<file path="config.mk">
export PLATFORM = sky130hd
export DESIGN_NAME = fracnet_product_accumulator
export DESIGN_NICKNAME = d
export VERILOG_FILES = /design/src/rtl/fracnet_product_accumulator.sv
export SDC_FILE = /design/constraint.sdc
export NUM_CORES = 1
export LEC_CHECK = 0
export BUFFER_PORTS_ARGS = -buffer_cell sky130_fd_sc_hd__clkbuf_2
export CAP_MARGIN = 0
export CORE_ASPECT_RATIO = 1.25
export CORE_MARGIN = 2
export CORE_UTILIZATION = 52
export CTS_CLUSTER_DIAMETER = 200
export DETAILED_ROUTE_END_ITERATION = 10
export PLACE_DENSITY = 0.81
export SLEW_MARGIN = 10
export SYNTH_ARGS = -nofsm -noshare
export SYNTH_HDL_FRONTEND = slang
export SYNTH_SLANG_ARGS = --single-unit
</file>
<file path="constraint.sdc">
create_clock -name ap_clk -period 2.6 [get_ports ap_clk]
set_input_delay 0.13 -clock ap_clk [delete_from_list [all_inputs] [get_ports ap_clk]]
set_output_delay 0.13 -clock ap_clk [all_outputs]
set_load 0.1 [all_outputs]
</file>
<file path="src/rtl/fracnet_product_accumulator.sv">
// Sums each in_last-delimited group of unsigned products into one saturated result with beat count and clamp flag.
// Result registered on the edge accepting in_last; one HOLD bubble per group, in_ready depends on registered state only.
module fracnet_product_accumulator #(
    parameter int DIN_WIDTH = 19,
    parameter int ACC_WIDTH = 32,
    parameter int CNT_WIDTH = 16
) (
    input  logic                 ap_clk,
    input  logic                 ap_rst,
    input  logic [DIN_WIDTH-1:0] in_data,
    input  logic                 in_valid,
    input  logic                 in_last,
    output logic                 in_ready,
    output logic [ACC_WIDTH-1:0] out_data,
    output logic [CNT_WIDTH-1:0] out_count,
    output logic                 out_sat,
    output logic                 out_valid,
    input  logic                 out_ready
);

    typedef enum logic {
        ACC  = 1'b0,
        HOLD = 1'b1
    } state_t;

    state_t               state;
    state_t               state_next;
    logic                 run;
    logic [ACC_WIDTH-1:0] acc;
    logic [ACC_WIDTH-1:0] acc_next;
    logic [CNT_WIDTH-1:0] cnt;
    logic [CNT_WIDTH-1:0] cnt_next;
    logic                 sat_flag;
    logic                 sat_next;
    logic [ACC_WIDTH:0]   sum;
    logic                 accept;

    // run stays low until the first edge after reset release, keeping in_ready low during reset
    assign in_ready  = run && (state == ACC);
    assign out_valid = (state == HOLD);
    assign accept    = in_valid && in_ready;

    // one extra bit so the carry-out flags overflow of the running sum
    assign sum      = {1'b0, acc} + {{(ACC_WIDTH + 1 - DIN_WIDTH){1'b0}}, in_data};
    assign acc_next = sum[ACC_WIDTH] ? {ACC_WIDTH{1'b1}} : sum[ACC_WIDTH-1:0];
    assign cnt_next = (&cnt) ? cnt : cnt + CNT_WIDTH'(1);
    assign sat_next = sat_flag | sum[ACC_WIDTH];

    always_comb begin
        state_next = state;
        case (state)
            ACC:     if (accept && in_last) state_next = HOLD;
            HOLD:    if (out_ready)         state_next = ACC;
            default: state_next = ACC;
        endcase
    end

    always_ff @(posedge ap_clk or posedge ap_rst) begin
        if (ap_rst) begin
            state <= ACC;
            run   <= 1'b0;
        end else begin
            state <= state_next;
            run   <= 1'b1;
        end
    end

    always_ff @(posedge ap_clk or posedge ap_rst) begin
        if (ap_rst) begin
            acc       <= '0;
            cnt       <= '0;
            sat_flag  <= 1'b0;
            out_data  <= '0;
            out_count <= '0;
            out_sat   <= 1'b0;
        end else if (accept) begin
            if (in_last) begin
                out_data  <= acc_next;
                out_count <= cnt_next;
                out_sat   <= sat_next;
                acc       <= '0;
                cnt       <= '0;
                sat_flag  <= 1'b0;
            end else begin
                acc      <= acc_next;
                cnt      <= cnt_next;
                sat_flag <= sat_next;
            end
        end
    end

endmodule

</file>
==> flow_summary_export.csv, run 1 <==
group,metric,value,unit
power,net-switching-power,3.989,mW
grt,use_met2,44.70,%
finish,layout.cells.non_filler,865,
power,vdd_drop_max,0.6764,mV
power,power,8.173,mW
power,power_frac_clock,20.5,%
logic_synthesis,syn_area_per_cell,8.980,µm²
setup_path,cp-start-kind,"flip-flop",
power,seq_power_share,27.4,%
job,drv_cap,0,
cts,cts_tree,"done",
min_path,min_from,"in_data[0]",
setup_path,worst-endpoint-arrival,2.93,ns
timing,setup-tns-final,-0.1832,ns
placement,io_buffers,74,
logic_synthesis,syn_nets,665,
status,outcome,"finished with violations",
route,vias,5401,
grt,antenna_found_initial,0,
logic_synthesis,synthFlopType,"dfrtp_1",
power,power_density,1149,mW/mm²
floorplan,chipHeight,119.7,µm
power,p_leak,3.233,nW
placement,globalplace.congestion,0.9327,
logic_synthesis,ys_seq_area_share,44.94,%
status,failed_checks,"negative setup slack",
power,internal-power,4.184,mW
grt,grt_pass1_wl,24.60,mm
setup_path,critPathLaunch,"acc[5]",
route,drt_iter0_markers,358,
placement,dp.cells,836,
finish,diodes,0,
setup_path,worst_setup_path_end_kind,"flip-flop",
floorplan,std_cell_rows,42,
floorplan,dieArea,0.01156,mm²
timing,maxSlewViolCount,0,
grt,grt.busiest_layer,"met2",
setup_path,crit_type,"flip-flop to flip-flop",
grt,grtUsageMet3,5.085,%
logic_synthesis,async_flop_share,100.0,%
min_path,hp-class,"input port to flip-flop",
logic_synthesis,ys_types,63,
grt,first_global_vias,5192,
timing,period_share,102.5,%
power,switching_share,48.81,%
finish,layout_common_cells,"dfrtp_1, nand2_1, clkbuf_2",
timing,finalHoldViolCount,0,
timing,worst_slack,-0.06488,ns
floorplan,coreArea,0.01051,mm²
timing,worst_pin_slew,0.7828,ns
floorplan,die_w,96.55,µm
route,first_pass_iters,6,
floorplan,io_pins,75,
route,wl,15.92,mm
logic_synthesis,synth_seq_cells,100,
min_path,min_path_cells,4,
power,p_comb_share,52.1,%
timing,fmax,375.3,MHz
finish,drive_above_1_share,28.65,%
cts,clk_path_buf_depth,2,
finish,final_common_cell,"dfrtp_1",
finish,layout.nets,773,
route,post_drt_wl_per_cell,18.41,µm
timing,rsz0062_at_grt,"yes",
grt,grt-ovfl-total,0,
setup_path,reg2reg_from,"acc[5]",
setup_path,rr_worst_depth,10,
logic_synthesis,synthCells,620,
setup_path,cp_max_fo,5,
route,drc,0,
finish,fillers,792,
finish,area_growth,27.73,%
grt,grt_max_degree,63,
placement,dpl.hpwl,10.55,mm
cts,cts_root_buf,"clkbuf_16",
setup_path,cp.required,2.86,ns
cts,cts_buffers,9,
grt,grt_usage,27.21,%
cts,clock_latency,0.36,ns
cts,clk_pin_slew,0.07,ns
timing,slew_headroom,47.82,%
logic_synthesis,ys_warn_count,0,
grt,met1_usage,33.58,%
timing,period_needed,2.665,ns
cts,htree_num_levels,3,
timing,setup_viol,5,
timing,hold_ws,0.2191,ns
route,drtAntennaViolNets,0,
route,viasPerCell,6.244,
logic_synthesis,synth_edf_count,0,
logic_synthesis,synth_area,0.005568,mm²
timing,finClkSkew,0.009819,ns
placement,dpl_worst_slack,-0.09549,ns
cts,clock_sinks,100,
floorplan,initial_core_util,52.98,%
==> critical path, cell delays in order (launching register included) <==
cell and delay [ns]:
dfrtp_1 0.40, ha_1 0.40, o211ai_1 0.17, o21ai_1 0.21, o211a_1 0.23, o21ai_4 0.08, buf_4 0.17, a2111oi_2 0.44
buf_4 0.20, nor2_1 0.04, o31ai_1 0.23
==> worst paths after layout <==
check / to / slack [ns]
setup / recovery: out_data[30] / -0.06
hold / removal: out_data[0] / 0.22
setup reg to reg: out_data[30] / -0.06
hold reg to reg: out_count[3] / 0.48
max in group asynchronous: acc[19] / 1.50
min in group asynchronous: out_count[5] / 0.46
==> layout make-up <==
cell class	count	area (µm²)	share of cell area, %
Inverter	16	63.81	0.8973
Clock buffer	10	239.0	3.360
Timing Repair Buffer	129	808.3	11.37
Clock inverter	6	133.9	1.882
Tap cell	132	165.2	2.322
Sequential cell	100	2502	35.19
Multi-Input combinational cell	472	3199	44.99
==> synth_stat cells (all sizes together) (3+ instances only) <==
master  instances  area (µm²)
or3             4       25.02
xor2           10       87.58
clkbuf         23       86.33
and3           13       81.33
nor3           10       50.05
nor2           57       214.0
xnor2          17       148.9
dfrtp         100        2502
ha             20       250.2
a31oi          15       93.84
nor2b           3       18.77
nand4           7       43.79
nand2          78       292.8
o21ai          74       374.1
nor4            4       25.02
buf             9       48.80
or4             6       45.04
nand3          10       50.05
a21oi          49       249.0
nand2b          4       25.02
inv            16       60.05
a41oi           3       26.28
o21a            6       45.04
a31o            3       26.28
and2            8       55.06
a311oi          5       43.79
a211oi          5       42.54
o31ai          10       75.07
mux2i           9       90.09
a21o           11       82.58
or2             3       18.77
==> flip-flops by register name, indices dropped and copies added, names as in the netlist <==
signal     flops
run            1
acc           32
out_data      32
out_sat        1
out_valid      1
sat_flag       1
cnt           16
out_count     16
==> cell families (layout without fill, tap and decap cells) <==
kind of cell | Yosys count | after routing | share of synthesized area (%)
compound gates | 201 | 201 | 22.85
xor+xnor | 27 | 27 | 4.247
fa+ha+maj | 21 | 21 | 4.854
buf+inv | 48 | 161 | 3.505
flops | 100 | 100 | 44.94
mux | 10 | 10 | 1.820
other cells | 1 | 1 | 0.06735
simple gates | 212 | 212 | 17.71
==> power by group through the flow <==
stage	registers, mW	logic [mW]	clock network, mW
after floorplan	3.73	1.47	0
after CTS	2.21	3.93	1.68
after detailed placement	2.23	3.84	0
final	2.24	4.26	1.68
after global routing	2.28	4.52	1.74
after global placement	2.21	3.76	0
==> through the flow <==
step | utilization (%) | instance area (µm²)
after floorplan | - | 5594
after global placement | 60.04 | 6310
after detailed placement | 60.04 | 6310
after CTS | 64.38 | 6766
after global routing | 67.67 | 7112
final | 67.67 | 7112
==> metal layers <==
layer	part of all wire, %	vias up
met5	0	-
li1	-	2458
met3	6.4	57
met1	39	2614
met4	4.0	0
met2	51	272
==> what timing repair did <==
action,4_1_cts,5_1_grt
hold endpoints to repair,39,0
buffers inserted,2,8
gates cloned,0,1
setup endpoints to repair,35,56
hold buffers,2,0
pin swaps,4,14
gates resized for setup,9,52
Note: power is estimated with default switching activity, not from simulation.
==> inputs of run 2 (changes only) <==
--- a/config.mk
+++ b/config.mk
@@ -12,7 +12,7 @@
 export CORE_UTILIZATION = 52
 export CTS_CLUSTER_DIAMETER = 200
 export DETAILED_ROUTE_END_ITERATION = 10
-export PLACE_DENSITY = 0.81
+export PLACE_DENSITY = 0.76
 export SLEW_MARGIN = 10
 export SYNTH_ARGS = -nofsm -noshare
 export SYNTH_HDL_FRONTEND = slang
==> run 2 against run 1 <==
The run still ends with negative setup slack left; power fell by 2.3%; wire length decreased by 3.4%; sequential power about the same; largest power group unchanged.
==> flow_summary_export.csv, run 2 (same netlist as run 1, synthesis figures left out) <==
group,metric,value,unit
floorplan,die_w,96.55,µm
route,drc,0,
timing,finClkSkew,0.008114,ns
cts,cts_tree,"done",
floorplan,io_pins,75,
route,first_pass_iters,5,
grt,first_global_vias,5149,
floorplan,std_cell_rows,42,
power,seq_power_share,27.8,%
finish,design_area,0.007025,mm²
placement,globalplace.congestion,0.8709,
cts,htree_num_levels,3,
timing,period_needed,2.637,ns
route,drtAntennaViolNets,0,
finish,layout.nets,770,
timing,worst_slack,-0.03657,ns
power,internal-power,4.029,mW
finish,final_common_cell,"dfrtp_1",
timing,fmax,379.3,MHz
cts,cts_buffers,9,
power,p_comb_share,53.6,%
placement,postPlaceCellArea,0.006337,mm²
power,power_frac_clock,18.6,%
setup_path,reg2reg_from,"acc[12]",
status,failed_checks,"negative setup slack",
power,vdd_drop_max,0.6591,mV
setup_path,r2r-end,"out_data[19]",
route,vias,5167,
route,post_drt_wl_per_cell,17.85,µm
placement,dpl.hpwl,10.52,mm
route,wl,15.39,mm
finish,top_regs,"acc x32, out_data x32",
setup_path,max_stage_delay,0.39,ns
cts,clk_pin_slew,0.07,ns
route,drt_iter0_markers,352,
setup_path,crit_slowest_cell,"dfrtp_1",
cts,cts_root_buf,"clkbuf_16",
finish,fillers,836,
cts,clk_path_buf_depth,2,
timing,period_share,101.4,%
cts,clock_latency,0.35,ns
timing,slew_headroom,55.15,%
timing,finalHoldViolCount,0,
route,viasPerCell,5.994,
cts,clock_sinks,100,
power,power_density,1136,mW/mm²
grt,grt-ovfl-total,0,
finish,diodes,0,
floorplan,initial_core_util,52.98,%
setup_path,cp_max_fo,8,
setup_path,cp_cell_sequence,"ha_1 > buf_4 > a21o_1 > nand4b_1 > o2111a_2 > or3_4 > and2_4 > o31ai_1",
status,outcome,"finished with violations",
grt,grt_pass1_wl,24.30,mm
finish,area_growth,26.18,%
floorplan,coreArea,0.01051,mm²
timing,worst_pin_slew,0.6728,ns
power,net-switching-power,3.952,mW
power,p_leak,3.193,nW
finish,drive_above_1_share,27.12,%
finish,regArea,0.002504,mm²
floorplan,dieArea,0.01156,mm²
grt,antenna_found_initial,0,
timing,rsz0062_at_grt,"yes",
setup_path,rr_worst_depth,8,
setup_path,crit_type,"flip-flop to flip-flop",
setup_path,worst-endpoint-arrival,2.87,ns
floorplan,chipHeight,119.7,µm
grt,grt_usage,26.78,%
setup_path,cp.required,2.84,ns
power,switching_share,49.52,%
power,power,7.981,mW
finish,layout_common_cells,"dfrtp_1, nand2_1, clkbuf_2",
timing,setup_viol,5,
setup_path,path_delay_family,"simple AND/OR/NAND/NOR gates",
timing,maxSlewViolCount,0,
grt,grt_max_degree,64,
placement,io_buffers,74,
min_path,hp-class,"input port to async pin",
finish,multi_input_area,0.003163,mm²
setup_path,timing.critical_path.buf_inv,1,
setup_path,cp-start-kind,"flip-flop",
setup_path,regToRegSetupSlack,-0.04,ns
setup_path,worst_setup_path_end_kind,"flip-flop",
job,drv_cap,0,
[run 2: what timing repair did]
item,4_1_cts,5_1_grt
setup endpoints to repair,39,49
endpoints found under the hold margin,68,0
setup buffers,2,4
hold buffers,2,0
resized for setup,11,47
pin swaps,4,11
[run 2: worst max-delay path by stage]
stage,startpoint,endpoint,slack (ns),depth (start not counted)
CTS,acc[13],out_data[30],-0.001,10
floorplan,acc[0],acc[20],-0.03,9
detailed placement,acc[13],out_data[18],-0.14,10
finish,acc[12],out_data[19],-0.04,8
global placement,acc[0],acc[20],-0.04,9
global route,acc[0],acc[20],-0.14,9
[run 2: routing by layer]
| metal | part of all wire [%] | track usage (%) | vias to the layer above | wire length, µm |
|---|---|---|---|---|
| li1 | - | - | 2439 | - |
| met1 | 40 | 33.93 | 2485 | 6190 |
| met2 | 50 | 42.75 | 188 | 7673 |
| met3 | 5.6 | 5.964 | 55 | 867 |
| met4 | 4.3 | 13.20 | 0 | 658 |
| met5 | 0 | 0 | - | 0 |
[run 2: final cells by class]
cell class                 instances  area share, %
timing repair buffer             126          11.40
inverter                          16         0.9083
clock buffer                      13          3.704
multi-input combinational        472          45.02
clock inverter                     3         0.9795
sequential                       100          35.64
tap                              132          2.351
[run 2: power groups by stage]
stage | combinational (mW) | sequential [mW] | clock [mW]
after floorplan | 1.47 | 3.73 | 0
after global placement | 3.80 | 2.20 | 0
after detailed placement | 3.89 | 2.22 | 0
after CTS | 3.96 | 2.20 | 1.50
after global routing | 4.53 | 2.27 | 1.57
final | 4.27 | 2.22 | 1.49
[run 2: through the flow]
step	util (%)	hold WS, ns	std cells	setup TNS [ns]	worst slack (ns)
finish	66.85	0.2254	862	-0.1014	-0.03657
CTS	64.26	0.2255	858	-0.001455	-0.001455
global placement	60.30	0.03668	838	-0.1770	-0.03767
global route	66.85	0.2537	862	-1.313	-0.1376
detailed placement	60.30	0.03981	838	-1.777	-0.1429
floorplan	-	0.2264	620	-0.02939	-0.02939
[run 2: worst reg2reg max path, cell delays in order (launching register included)]
cell	delay (ns)
dfrtp_1	0.39
ha_1	0.30
buf_4	0.16
a21o_1	0.22
nand4b_1	0.26
o2111a_2	0.35
or3_4	0.40
and2_4	0.20
o31ai_1	0.26
